File: src/rtl/dm_arbiter.sv
// Data-memory arbiter: the CPU and a DMA/debug port share one single-cycle-read memory port.
// Define DM_ARB_STATS_EN to add the saturating stall_cnt / dma_cnt statistics outputs.
module dm_arbiter #(
  parameter int STARVE_LIMIT = 4,
  parameter int CNT_W        = 16
) (
  input  logic        CLK,
  input  logic        Reset,
  input  logic        cpu_req,
  input  logic        cpu_we,
  input  logic [31:0] cpu_addr,
  input  logic [31:0] cpu_wdata,
  output logic        cpu_stall,
  output logic [31:0] cpu_rdata,
  input  logic        dma_req,
  input  logic        dma_we,
  input  logic [31:0] dma_addr,
  input  logic [31:0] dma_wdata,
  output logic        dma_gnt,
  output logic        dma_done,
  output logic [31:0] dma_rdata,
  output logic        mem_en,
  output logic        mem_we,
  output logic [31:0] mem_addr,
  output logic [31:0] mem_wdata,
  input  logic [31:0] mem_rdata
`ifdef DM_ARB_STATS_EN
  ,
  output logic [CNT_W-1:0] stall_cnt,
  output logic [CNT_W-1:0] dma_cnt
`endif
);

  typedef enum logic [1:0] {
    IDLE     = 2'd0,
    CPU_WAIT = 2'd1,
    DMA_WAIT = 2'd2
  } state_t;

  localparam int            SW    = (STARVE_LIMIT < 1) ? 1 : $clog2(STARVE_LIMIT + 1);
  localparam logic [SW-1:0] LIMIT = SW'(STARVE_LIMIT);

  state_t        state;
  logic [SW-1:0] starve_cnt;
  logic          in_idle;
  logic          starve_hit;
  logic          cpu_win;
  logic          dma_win;

  // Every output is qualified by Reset so the block is silent while reset is held,
  // independent of the (asynchronously cleared) state register.
  assign in_idle    = Reset && (state == IDLE);
  assign starve_hit = (starve_cnt == LIMIT);
  assign dma_win    = in_idle && dma_req && (!cpu_req || starve_hit);
  assign cpu_win    = in_idle && cpu_req && !dma_win;

  // NOTE: every signal assigned in always_comb gets a default first, so no path leaves it unassigned and no latch is inferred.
  always_comb begin
    mem_en    = 1'b0;
    mem_we    = 1'b0;
    mem_addr  = '0;
    mem_wdata = '0;
    if (cpu_win) begin
      mem_en    = 1'b1;
      mem_we    = cpu_we;
      mem_addr  = cpu_addr;
      mem_wdata = cpu_wdata;
    end else if (dma_win) begin
      mem_en    = 1'b1;
      mem_we    = dma_we;
      mem_addr  = dma_addr;
      mem_wdata = dma_wdata;
    end
  end

  assign dma_gnt   = dma_win;
  assign cpu_stall = Reset && cpu_req && (state != CPU_WAIT);
  assign dma_done  = Reset && (state == DMA_WAIT);
  assign cpu_rdata = (Reset && (state == CPU_WAIT)) ? mem_rdata : '0;
  assign dma_rdata = dma_done ? mem_rdata : '0;

  // NOTE: state is cleared asynchronously and updated with non-blocking assignments only,
  // so every register samples the pre-edge values of its neighbours.
  always_ff @(posedge CLK or negedge Reset) begin
    if (!Reset) begin
      state      <= IDLE;
      starve_cnt <= '0;
    end else begin
      case (state)
        IDLE: begin
          if (cpu_win)      state <= CPU_WAIT;
          else if (dma_win) state <= DMA_WAIT;
        end
        CPU_WAIT: state <= IDLE;
        DMA_WAIT: state <= IDLE;
        default:  state <= IDLE;
      endcase

      // The counter tracks arbitrations the waiting DMA has lost to the CPU;
      // it holds through the WAIT cycles and forgets everything once the DMA gives up or wins.
      if (!dma_req || dma_win) begin
        starve_cnt <= '0;
      end else if (in_idle && !starve_hit) begin
        starve_cnt <= starve_cnt + SW'(1);
      end
    end
  end

`ifdef DM_ARB_STATS_EN
  always_ff @(posedge CLK or negedge Reset) begin
    if (!Reset) begin
      stall_cnt <= '0;
      dma_cnt   <= '0;
    end else begin
      if (cpu_stall && (stall_cnt != '1)) stall_cnt <= stall_cnt + CNT_W'(1);
      if (dma_gnt && (dma_cnt != '1))     dma_cnt   <= dma_cnt + CNT_W'(1);
    end
  end
`endif

endmodule

File: config.mk
export PLATFORM = sky130hd
export DESIGN_NAME = dm_arbiter
export DESIGN_NICKNAME = d
export VERILOG_FILES = /design/src/rtl/dm_arbiter.sv
export SDC_FILE = /design/constraint.sdc
export NUM_CORES = 1
export LEC_CHECK = 0
export BUFFER_PORTS_ARGS = -buffer_cell sky130_fd_sc_hd__buf_2
export CORE_AREA = 5 5 112 114
export DETAILED_ROUTE_END_ITERATION = 10
export DIE_AREA = 0 0 117 119
export PLACE_DENSITY_LB_ADDON = 0.05
export SYNTH_ARGS = -nofsm -noshare
export SYNTH_HDL_FRONTEND = slang
export SYNTH_SLANG_ARGS = --single-unit
File: constraint.sdc
create_clock -name CLK -period 1.4 [get_ports CLK]
set_input_delay 0.07 -clock CLK [delete_from_list [all_inputs] [get_ports CLK]]
set_output_delay 0.07 -clock CLK [all_outputs]
set_load 0.01 [all_outputs]
---- Word-level counts from Yosys, hierarchy flattened ----
Cells that the tools add are included.
operators by class
  reduce and logical (&&, ||, !) cells .... 18
  add/sub/neg operators ................... 1
  equality and inequality tests ........... 5
  multiplexer cells ....................... 15
operators by type and width
  operator                                                                 number
  32-bit two-way mux                                                       6
  1-bit logical AND                                                        10
  2-bit two-way mux                                                        3
  3-bit two-way mux                                                        2
  1-bit zero test                                                          4
  1-bit two-way mux                                                        4
  3-bit by 1-bit adder with 3-bit output, second input constant            1
  3-bit equality test, second input constant                               1
  3-bit inequality test, second input constant                             1
  2-bit by 1-bit equality test with 1-bit output, second input constant    1
  2-bit equality test, second input constant                               1
  2-bit zero test                                                          1
  1-bit logical OR                                                         2
  2-bit by 1-bit inequality test with 1-bit output, second input constant  1
  2-bit nonzero test                                                       1
storage, ports and cells
  word-level logic and storage cells ...... 41
  output and inout port bits .............. 133
  flip-flop bits (word level) ............. 5

---- Longest topological paths before layout ----
Gate-level depths: netlist (run 1).
  word-level depth ........................ 8
  depth in mapped cells ................... 8
  gate-level depth less buffers ........... 5

---- Worst setup path after synthesis (run 1) ----
No wires, ideal clock.
  kind .................................... register to output
  from .................................... register starve_cnt[0]
  to ...................................... output port mem_addr[0]
  required time ........................... 1.330 ns
  cell stages (with the launch flop) ...... 9
  data arrival time ....................... 1.602 ns
  setup slack ............................. -0.272 ns
  path through ............................ dfrtp_1 -> inv_1 -> ha_1 -> a21bo_1 -> and3_1 -> buf_6 -> buf_6 -> buf_6 -> mux2i_1
between the ends
  longest elaborated chain between the ends .. 6
  elaborated cells between the ends (all ways) .. 7
  those cells by class .................... 1 x eq/ne; 2 x mux; 4 x reduce/logical
RTL lines
  what                    RTL line  text
  start, declared         44        logic [SW-1:0] starve_cnt;
  start signal, assigned  104       starve_cnt <= starve_cnt + SW'(1);
  3-bit equality test *   53        assign starve_hit = (starve_cnt == LIMIT);
  1-bit logical OR *      54        assign dma_win = in_idle && dma_req && (!cpu_req || starve_hit);
  1-bit logical AND *     54
  1-bit zero test         55        assign cpu_win = in_idle && cpu_req && !dma_win;
  1-bit logical AND       55
  32-bit two-way mux *    63        if (cpu_win) begin
  end, declared           24        output logic [31:0] mem_addr,
Mark *: on every way between the ends. The rest lies on a longest branch, timed or not.

---- Worst setup path after layout (run 1) ----
  from .................................... register starve_cnt[1]
  to ...................................... output port mem_wdata[16]
between the ends
  longest elaborated chain between the ends .. 6
  elaborated cells between the ends (all ways) .. 7
  those cells by class .................... 1 x eq/ne; 2 x mux; 4 x reduce/logical
RTL lines
  what                   RTL line  text
  3-bit equality test *  53
  1-bit logical OR *     54
  1-bit logical AND *    54
  1-bit zero test        55
  1-bit logical AND      55
  32-bit two-way mux *   63
  end, declared          25        output logic [31:0] mem_wdata,
Marked as above.

==> impl_summary.md, run 1 <==
Power and ir drop
The power consumption is 0.002035 W. The maximum ir drop on the vdd rail is between 0.2 and 0.3 mV. The power per cell area is 358.2 mW/mm^2. Summed over all cells, the static leakage comes to 3.049 nW.

Synthesis
During synthesis, Yosys emitted a total of 0 warnings. Summing the sequential cell areas from Yosys gives under 10% of the chip area. The average instance in the mapped netlist occupies 6.368 um^2.

The number of nets produced by synthesis is 481. The count of different cell masters after synthesis is 24. The share of synthesized area in the top cell type comes to 32.64%. Synthesis produced a netlist whose cell count is 313. The post-synth design cell area is 0.001993 mm^2.

The top cell type by total area after synthesis is sky130_fd_sc_hd__mux2i_1. Yosys attributes the largest share of cell area to sky130_fd_sc_hd__mux2i_1, sky130_fd_sc_hd__and2_1, sky130_fd_sc_hd__inv_1, sky130_fd_sc_hd__nand2_1, sky130_fd_sc_hd__dfrtp_1. Synthesis inferred 5 register bits.

Clock network
The TritonCTS clock tree is done. The insertion delay to the later sink of the worst-skew pair is 0.23 ns. After clock tree synthesis, the clock-pin slew on the worst setup and hold paths is 0.03 ns. In this run the number of H-tree levels came out at 1. The number of clock sinks is 5. Buffers inserted during clock tree synthesis total 3. The cell at the root of the clock tree is sky130_fd_sc_hd__clkbuf_16.

The maximum clock insertion buffer count is 2.

STA
For the pin with the worst max-slew slack, the measured transition is 0.2692 ns. The final count of hold timing violations is 0. Subtracting the final worst setup slack from the clock period gives 1.941 ns. The final setup TNS is -42.27 ns. The relative slew slack is 82.00%. The final critical path takes up 138.7% of the cycle. The final number of setup-violating endpoints is about 130. The tightest hold margin is 0.2188 ns.

The highest attainable clock frequency is 0.5151 GHz. The clock arrives with 0.0009736 ns of skew. The final worst setup slack is -0.5415 ns.

The number of max-slew violations in the final report is 0. Setup repair after global routing could not meet its margin everywhere.

Place
Detailed placement finished with a half-perimeter wire length of 8937 um. After detailed placement, the total cell area comes to 0.004459 mm^2. Routability-driven placement finished with a final weighted congestion of 0.7571.

The count of port buffers added during placement is 298.

Setup path
In this run the worst path has a maximum fanout of 11. The cell that appears most often on the critical path is sky130_fd_sc_hd__buf_12. The worst path buffer plus inverter count is 4. By startpoint and endpoint, the worst setup path is classified as reg2out. The signal on the critical path passes through inv_2, ha_4, a21bo_1, and3_4, buf_12, buf_12, mux2i_4, buf_2. The delay of the slowest cell on the worst path is 0.39 ns. STA classifies the critical path startpoint as a flop. Among cell families on the critical path, the largest total delay comes from buffers and inverters.

The worst setup path is captured at an output port. The arrival time reported for the critical path endpoint is roughly 1.9 ns. The data required time of the worst path is ~1.3 ns. The largest individual stage delay along the critical path comes from the cell sky130_fd_sc_hd__dfrtp_1.

Drt
After detailed routing, the number of vias per cell comes to 4.149. The first TritonRoute pass finished after 4 iterations. Once detail routing completed, the nets flagged for antenna violations numbered 0.

In the routed design, unresolved DRC markers number 0. In the final routed layout, each cell accounts on average for 14.99 um. The total via count after detailed routing is 3307. The routed design has 11950 um of wire. The violation count after the first detailed-route iteration is 72.

Layout
The signed area change from the synthesized netlist to the final layout is 185.1%. The finished cells cover roughly 0.0057 mm^2. Cells with a size suffix above 1 make up 76.11% of the layout. The final core utilization is between 50 and 60%. The net count of the finished layout is 822.

Die
The number of primary I/O pins is 299. The standard-cell row count is 39. The core outline area is 0.01132 mm^2. Measured along the y axis, the die boundary spans 119 um.

The floorplan step defined a die boundary enclosing 0.01392 mm^2. For this configuration, the core starts out at a cell density of 17.61%. The die outline width is 117 um.

Status
The checks that failed: setup timing. The run finished, with violations left.

Flow run
The tool flagged a number of max-cap violations equal to 0.

Global routing
The pin count of the biggest net entering global routing is 25. The number of antenna violations at the first check in global routing was 1. The overall fraction of global-route tracks in use is 14.95%.

The number of global-route vias before repair is around 3400. The total congestion overflow is 0. The first global-routing pass estimated ~17000 um of wire.

Min path
The min-delay analysis places its worst path in the category in2reg.
==> path summary, 6_finish.rpt <==
check / startpoint / to / slack, ns / depth (start not counted)
max reg2reg: starve_cnt[1] / state[0] / 0.03 / 7
max in group asynchronous: Reset / state[1] / 0.77 / 3
min in group asynchronous: Reset / state[0] / 0.40 / 3
min reg2reg: starve_cnt[2] / starve_cnt[2] / 0.69 / 3
min: dma_req / starve_cnt[0] / 0.22 / 3
max: starve_cnt[1] / mem_wdata[16] / -0.54 / 8
==> per-layer routing <==
| metal | vias to the layer above | track usage (%) | part of all wire (%) |
|---|---|---|---|
| li1 | 1637 | - | - |
| met1 | 1493 | 15.79 | 33 |
| met2 | 166 | 30.09 | 56 |
| met3 | 11 | 3.499 | 10 |
| met4 | 0 | 1.577 | 0.70 |
| met5 | - | 0 | 0 |
==> cell families (layout without fill, tap and decap cells) <==
family,after synthesis,after routing,synth area share (%)
multiplexers,65,65,32.64
flip-flops,5,5,6.277
buffers and inverters,90,430,19.46
AND/OR/NAND/NOR,144,144,37.85
other,0,1,0
adder cells (fa/ha/maj),2,2,1.255
AO/OA/AOI/OAI,7,7,2.511
==> placed cells by master (no fill, tap or decap), drive strengths merged, types with 2 or more instances in the layout <==
master	instances
buf	355
and2	64
dfrtp	5
mux2i	65
inv	69
nor3	2
nor3b	3
nor2	2
and3	3
ha	2
clkbuf	4
o21a	3
nand2	66
==> sequential cells by signal (all words and copies together) (netlist names) <==
signal,flops
starve_cnt,3
state,2
==> cell type report <==
type,instances,area [um^2]
diodes,1,2.502
multi-input cells,218,2268
fillers,1121,5638
clock buffers,4,78.83
flip-flops and latches,5,126.4
inverters,69,261.5
well taps,143,178.9
repair buffers,357,2766
==> metrics by stage <==
| stage | setup slack [ns] | std cells |
|---|---|---|
| 2_1_floorplan | -0.2578 | 313 |
| 3_3_place_gp | -0.3666 | 766 |
| 3_5_place_dp | -0.3897 | 766 |
| 4_1_cts | -0.5450 | 792 |
| 5_1_grt | -0.6008 | 797 |
| 6_report | -0.5415 | 797 |
==> power by group <==
| group | internal, W | switching, W | total (W) |
|---|---|---|---|
| Sequential | 0.000151 | 0.00000564 | 0.000157 |
| Clock | 0.000378 | 0.000101 | 0.000479 |
| Combinational | 0.000806 | 0.000593 | 0.00140 |
==> timing repair <==
action                                  CTS  global route
cloned                                   11             1
hold buffers                              1             0
endpoints found under the hold margin     5             0
resized for setup                        64           145
endpoints found under the setup margin  135           136
buffers inserted                         10             5
pin swaps                                 2            70
==> synth_stat cells (all sizes together) <==
library cell / count
a21boi: 1
mux2i: 65
nor3b: 3
and3: 3
o21ai: 1
or3b: 1
ha: 2
and2: 64
and4bb: 1
nor2b: 1
inv: 69
nor3: 2
buf: 9
nand4b: 1
a21bo: 1
o21a: 3
a21oi: 1
clkbuf: 12
dfrtp: 5
nand2: 66
nor2: 2
==> tightest hold or removal path: cells and delay by family <==
kind,cells,cell delay [ns]
AOI/OAI and AO/OA,1,0.11
buffers and inverters,2,0.23
Note: power is estimated with default switching activity, not from simulation.
==> run 2: changes to the inputs <==
--- a/config.mk
+++ b/config.mk
@@ -5,10 +5,11 @@
 export SDC_FILE = /design/constraint.sdc
 export NUM_CORES = 1
 export LEC_CHECK = 0
+export ABC_AREA = 1
 export BUFFER_PORTS_ARGS = -buffer_cell sky130_fd_sc_hd__buf_2
-export CORE_AREA = 5 5 112 114
+export CORE_AREA = 5 5 114 116
 export DETAILED_ROUTE_END_ITERATION = 10
-export DIE_AREA = 0 0 117 119
+export DIE_AREA = 0 0 119 121
 export PLACE_DENSITY_LB_ADDON = 0.05
 export SYNTH_ARGS = -nofsm -noshare
 export SYNTH_HDL_FRONTEND = slang
==> run 2 against run 1 <==
The run still ends with setup timing left. Worst hold slack gained 0.0031 ns. Design area shrank 19%. Fmax grew 11%. Critical endpoint is now mem_wdata[0].
==> impl_summary.md, run 2 <==
Layout
The register bank with the most flops is starve_cnt (unchanged). The final instance area was 0.004623 mm^2 (was 0.005683 mm^2). The signed area change from the synthesized netlist to the final layout is 183.1% (was 185.1%).

The fill cell instance count of the final layout was 1259 (was 1121). The flip-flop count of the largest register, all copies and words added came to 3 (unchanged). Commonest non-fill, non-tap cells in the layout: sky130_fd_sc_hd__buf_2, sky130_fd_sc_hd__nand2_1, sky130_fd_sc_hd__nand3_1 (was sky130_fd_sc_hd__buf_2, sky130_fd_sc_hd__buf_6, sky130_fd_sc_hd__inv_1).

The ratio of cells with drive above 1 in the final layout was 65.49% (was 76.11%). The number of nets in the final layout is 847 (was 822). The commonest non-fill, non-tap cell in the layout is sky130_fd_sc_hd__buf_2 (unchanged). Registers with the most flip-flops: starve_cnt x3, state x2 (unchanged). The number of diodes is 0 (was 1).

STA
The worst setup skew after layout was 0.0005406 ns (was 0.0009736 ns). The final worst setup slack is -0.3481 ns (was -0.5415 ns). The number of max-slew violations in the final report was 0 (unchanged). The pin slew with the least headroom to its limit is 0.2027 ns (was 0.2692 ns). The final number of setup-violating endpoints came to 134 (was 132).

The final count of hold timing violations was 0 (unchanged). The relative slew slack is 86.44% (was 82.00%). The final critical-path required period is 1.748 ns (was 1.941 ns). The tightest hold margin was 0.2219 ns (was 0.2188 ns).

The highest attainable clock frequency is 0.5720 GHz (was 0.5151 GHz). Setup repair after global routing missed its margin: true (unchanged). The share of the clock period used by the worst path after layout was 124.9% (was 138.7%).

Drt
The first-pass detailed-route iteration total is 4 (unchanged). The wire length reported by the detailed router came to 12130 um (was 11950 um). The average wire per standard cell was 14.71 um (was 14.99 um). The remaining number of nets flagged by the antenna check after routing was 0 (unchanged). The number of remaining DRC errors is 0 (unchanged).

The total via count after detailed routing is 3534 (was 3307). The violation count after the first detailed-route iteration is 105 (was 72). The via density per instance is 4.284 (was 4.149).

Synthesis
Top post-synthesis cells by area: sky130_fd_sc_hd__nand2_1, sky130_fd_sc_hd__nand3_1, sky130_fd_sc_hd__nor2_1, sky130_fd_sc_hd__inv_1, sky130_fd_sc_hd__dfrtp_1 (was sky130_fd_sc_hd__mux2i_1, sky130_fd_sc_hd__and2_1, sky130_fd_sc_hd__inv_1, sky130_fd_sc_hd__nand2_1, sky130_fd_sc_hd__dfrtp_1). The portion of the post-synthesis area used by sequential elements came to 7.663% (was 6.277%). The top cell type by total area after synthesis is sky130_fd_sc_hd__nand2_1 (was sky130_fd_sc_hd__mux2i_1). The proportion of netlist area held by the largest area contributor is 32.41% (was 32.64%).

Most common library cells after synthesis: sky130_fd_sc_hd__nand2_1, sky130_fd_sc_hd__nand3_1, sky130_fd_sc_hd__nor2_1 (was sky130_fd_sc_hd__inv_1, sky130_fd_sc_hd__nand2_1, sky130_fd_sc_hd__mux2i_1). The number of warning messages in the yosys log came to 0 (unchanged). The number of synthesized flops with an enable pin is 0 (unchanged).

The fraction of registers with async set/reset came to 100.0% (unchanged). The count of different cell masters after synthesis is 16 (was 24). The most frequently used cell type in the post-synthesis netlist is sky130_fd_sc_hd__nand2_1 (was sky130_fd_sc_hd__inv_1). The count of mapped cells out of synthesis was 359 (was 313). The number of nets produced by synthesis was 527 (was 481). The synthesized flop and latch total is 5 (unchanged). The synthesized area per cell is 4.548 um^2 (was 6.368 um^2). The post-synth design cell area came to 0.001633 mm^2 (was 0.001993 mm^2). The top flip-flop cell by instance count after synthesis is sky130_fd_sc_hd__dfrtp_1 (unchanged).

Clock network
The maximum clock insertion buffer count is 2 (unchanged). The insertion delay to the later sink of the worst-skew pair is 0.23 ns (about the same). The H-tree depth came to 1 (unchanged). The TritonCTS clock tree is done (unchanged).

The number of clock sinks is 5 (unchanged). The clock slew seen by the registers of the worst setup and hold paths is 0.03 ns (about the same). The number of buffers created by CTS is 3 (unchanged). The cell at the root of the clock tree is sky130_fd_sc_hd__clkbuf_16 (unchanged).

Die
The standard-cell row count is 40 (was 39). The core outline area came to 0.01181 mm^2 (was 0.01132 mm^2). The number of primary I/O pins is 299 (unchanged).

The starting density of the core is 13.82% (was 17.61%). The die outline width is 119 um (was 117 um). The die area came to 0.01440 mm^2 (was 0.01392 mm^2).

The overall die height is 121 um (was 119 um).

Global routing
The pin count of the biggest net entering global routing is 35 (was 25). The number of global-route vias before repair was 3344 (was 3360). The total congestion overflow is 0 (unchanged).

The wire length of the first global-routing pass is 16310 um (was 16940 um). The overall fraction of global-route tracks in use is 13.65% (was 14.95%). The number of antenna violations at the first check in global routing is 1 (unchanged).

Place
The instance area after placement is 0.003427 mm^2 (was 0.004459 mm^2). The count of port buffers added during placement is 298 (unchanged). The total half-perimeter wirelength after legalization and detailed placement came to 8865 um (was 8937 um).

The global placer's final weighted congestion came to 0.7736 (was 0.7571).

Setup path
The arrival time reported for the critical path endpoint is 1.68 ns (was 1.87 ns). The largest fanout on the critical path came to 8 (was 11). The kind of end point of the critical path was an output port (unchanged). The critical path startpoint category is a flop (unchanged).

The minimum setup slack among reg-to-reg paths is -0.03 ns (was 0.03 ns). The class of the most critical setup path is reg2out (unchanged). The data required time of the worst path came to 1.33 ns (about the same).

Power and ir drop
The static leakage is 2.834 nW (was 3.049 nW). The power consumption is 0.001765 W (was 0.002035 W). The maximum ir drop on the vdd rail came to 0.3244 mV (was 0.2957 mV).

The power per cell area is 381.8 mW/mm^2 (was 358.2 mW/mm^2).

Status
Violated checks: setup timing (unchanged). Outcome: finished, violations left (unchanged).

Min path
The worst min-delay path class is in2async (was in2reg).

Flow run
The number of max-cap violations is 0 (unchanged).
-- run 2: kinds of logic after synthesis --
family                     after synthesis  share of synthesized area (%)
DFF                                      5                          7.663
buffers and inverters                   68                          18.24
AOI/OAI and AO/OA                        1                         0.3062
adders and majority gates                2                          1.532
and+or+nand+nor                        282                          71.72
xor gates and xnor gates                 1                         0.5365
-- run 2: through the flow --
stage	std cells	utilization [%]	setup TNS (ns)	worst slack, ns
2_1_floorplan	359	-	0	0.005139
3_3_place_gp	798	29.01	-6.635	-0.1743
3_5_place_dp	798	29.01	-6.352	-0.1644
4_1_cts	815	32.63	-26.13	-0.3498
5_1_grt	825	39.14	-39.74	-0.4175
6_report	825	39.14	-29.63	-0.3481
-- run 2: timing repair --
item                                    4_1_cts  5_1_grt
setup buffers                                 5        7
pin swaps                                     2       15
gates resized for setup                      30      155
hold endpoints to repair                      5        0
endpoints found under the setup margin      110      122
cloned                                        5        6
hold buffers                                  3        0
-- run 2: final cells by class --
| cell class | instances | area [um^2] | area share (%) |
|---|---|---|---|
| Tap cell | 147 | 183.9 | 3.978 |
| Multi-Input combinational cell | 286 | 1652 | 35.72 |
| Clock buffer | 4 | 78.83 | 1.705 |
| Sequential cell | 5 | 126.4 | 2.733 |
| Inverter | 41 | 168.9 | 3.654 |
| Timing Repair Buffer | 342 | 2414 | 52.21 |
-- run 2: routing by layer --
layer  part of all wire (%)  wire (um)  GRT usage [%]
met5                   0.16         20              0
met4                    1.2        146          1.231
met3                    9.8       1189          4.196
met2                     56       6806          28.82
met1                     33       3971          13.13
-- run 2: final timing paths --
check	end	start	cells past startpoint
max reg2reg	starve_cnt[0]	starve_cnt[1]	9
max in group asynchronous	state[1]	Reset	3
min	state[0]	Reset	2
min reg2reg	starve_cnt[2]	starve_cnt[2]	2
max	mem_wdata[0]	starve_cnt[1]	10
min in group CLK	starve_cnt[2]	cpu_req	5
-- run 2: where the power goes --
part	internal [W]	switching (W)
Sequential	0.000151	0.00000571
Combinational	0.000579	0.000559
Clock	0.000377	0.0000932
-- run 2: critical path, cell delays in order, from the launching register on --
cell	delay, ns
sky130_fd_sc_hd__dfrtp_1	0.38
sky130_fd_sc_hd__inv_2	0.07
sky130_fd_sc_hd__ha_4	0.14
sky130_fd_sc_hd__nand2_4	0.05
sky130_fd_sc_hd__nand2_4	0.08
sky130_fd_sc_hd__nand4_4	0.12
sky130_fd_sc_hd__buf_12	0.19
sky130_fd_sc_hd__clkbuf_16	0.16
sky130_fd_sc_hd__nand3_1	0.06
sky130_fd_sc_hd__nand2_1	0.05
sky130_fd_sc_hd__buf_2	0.13
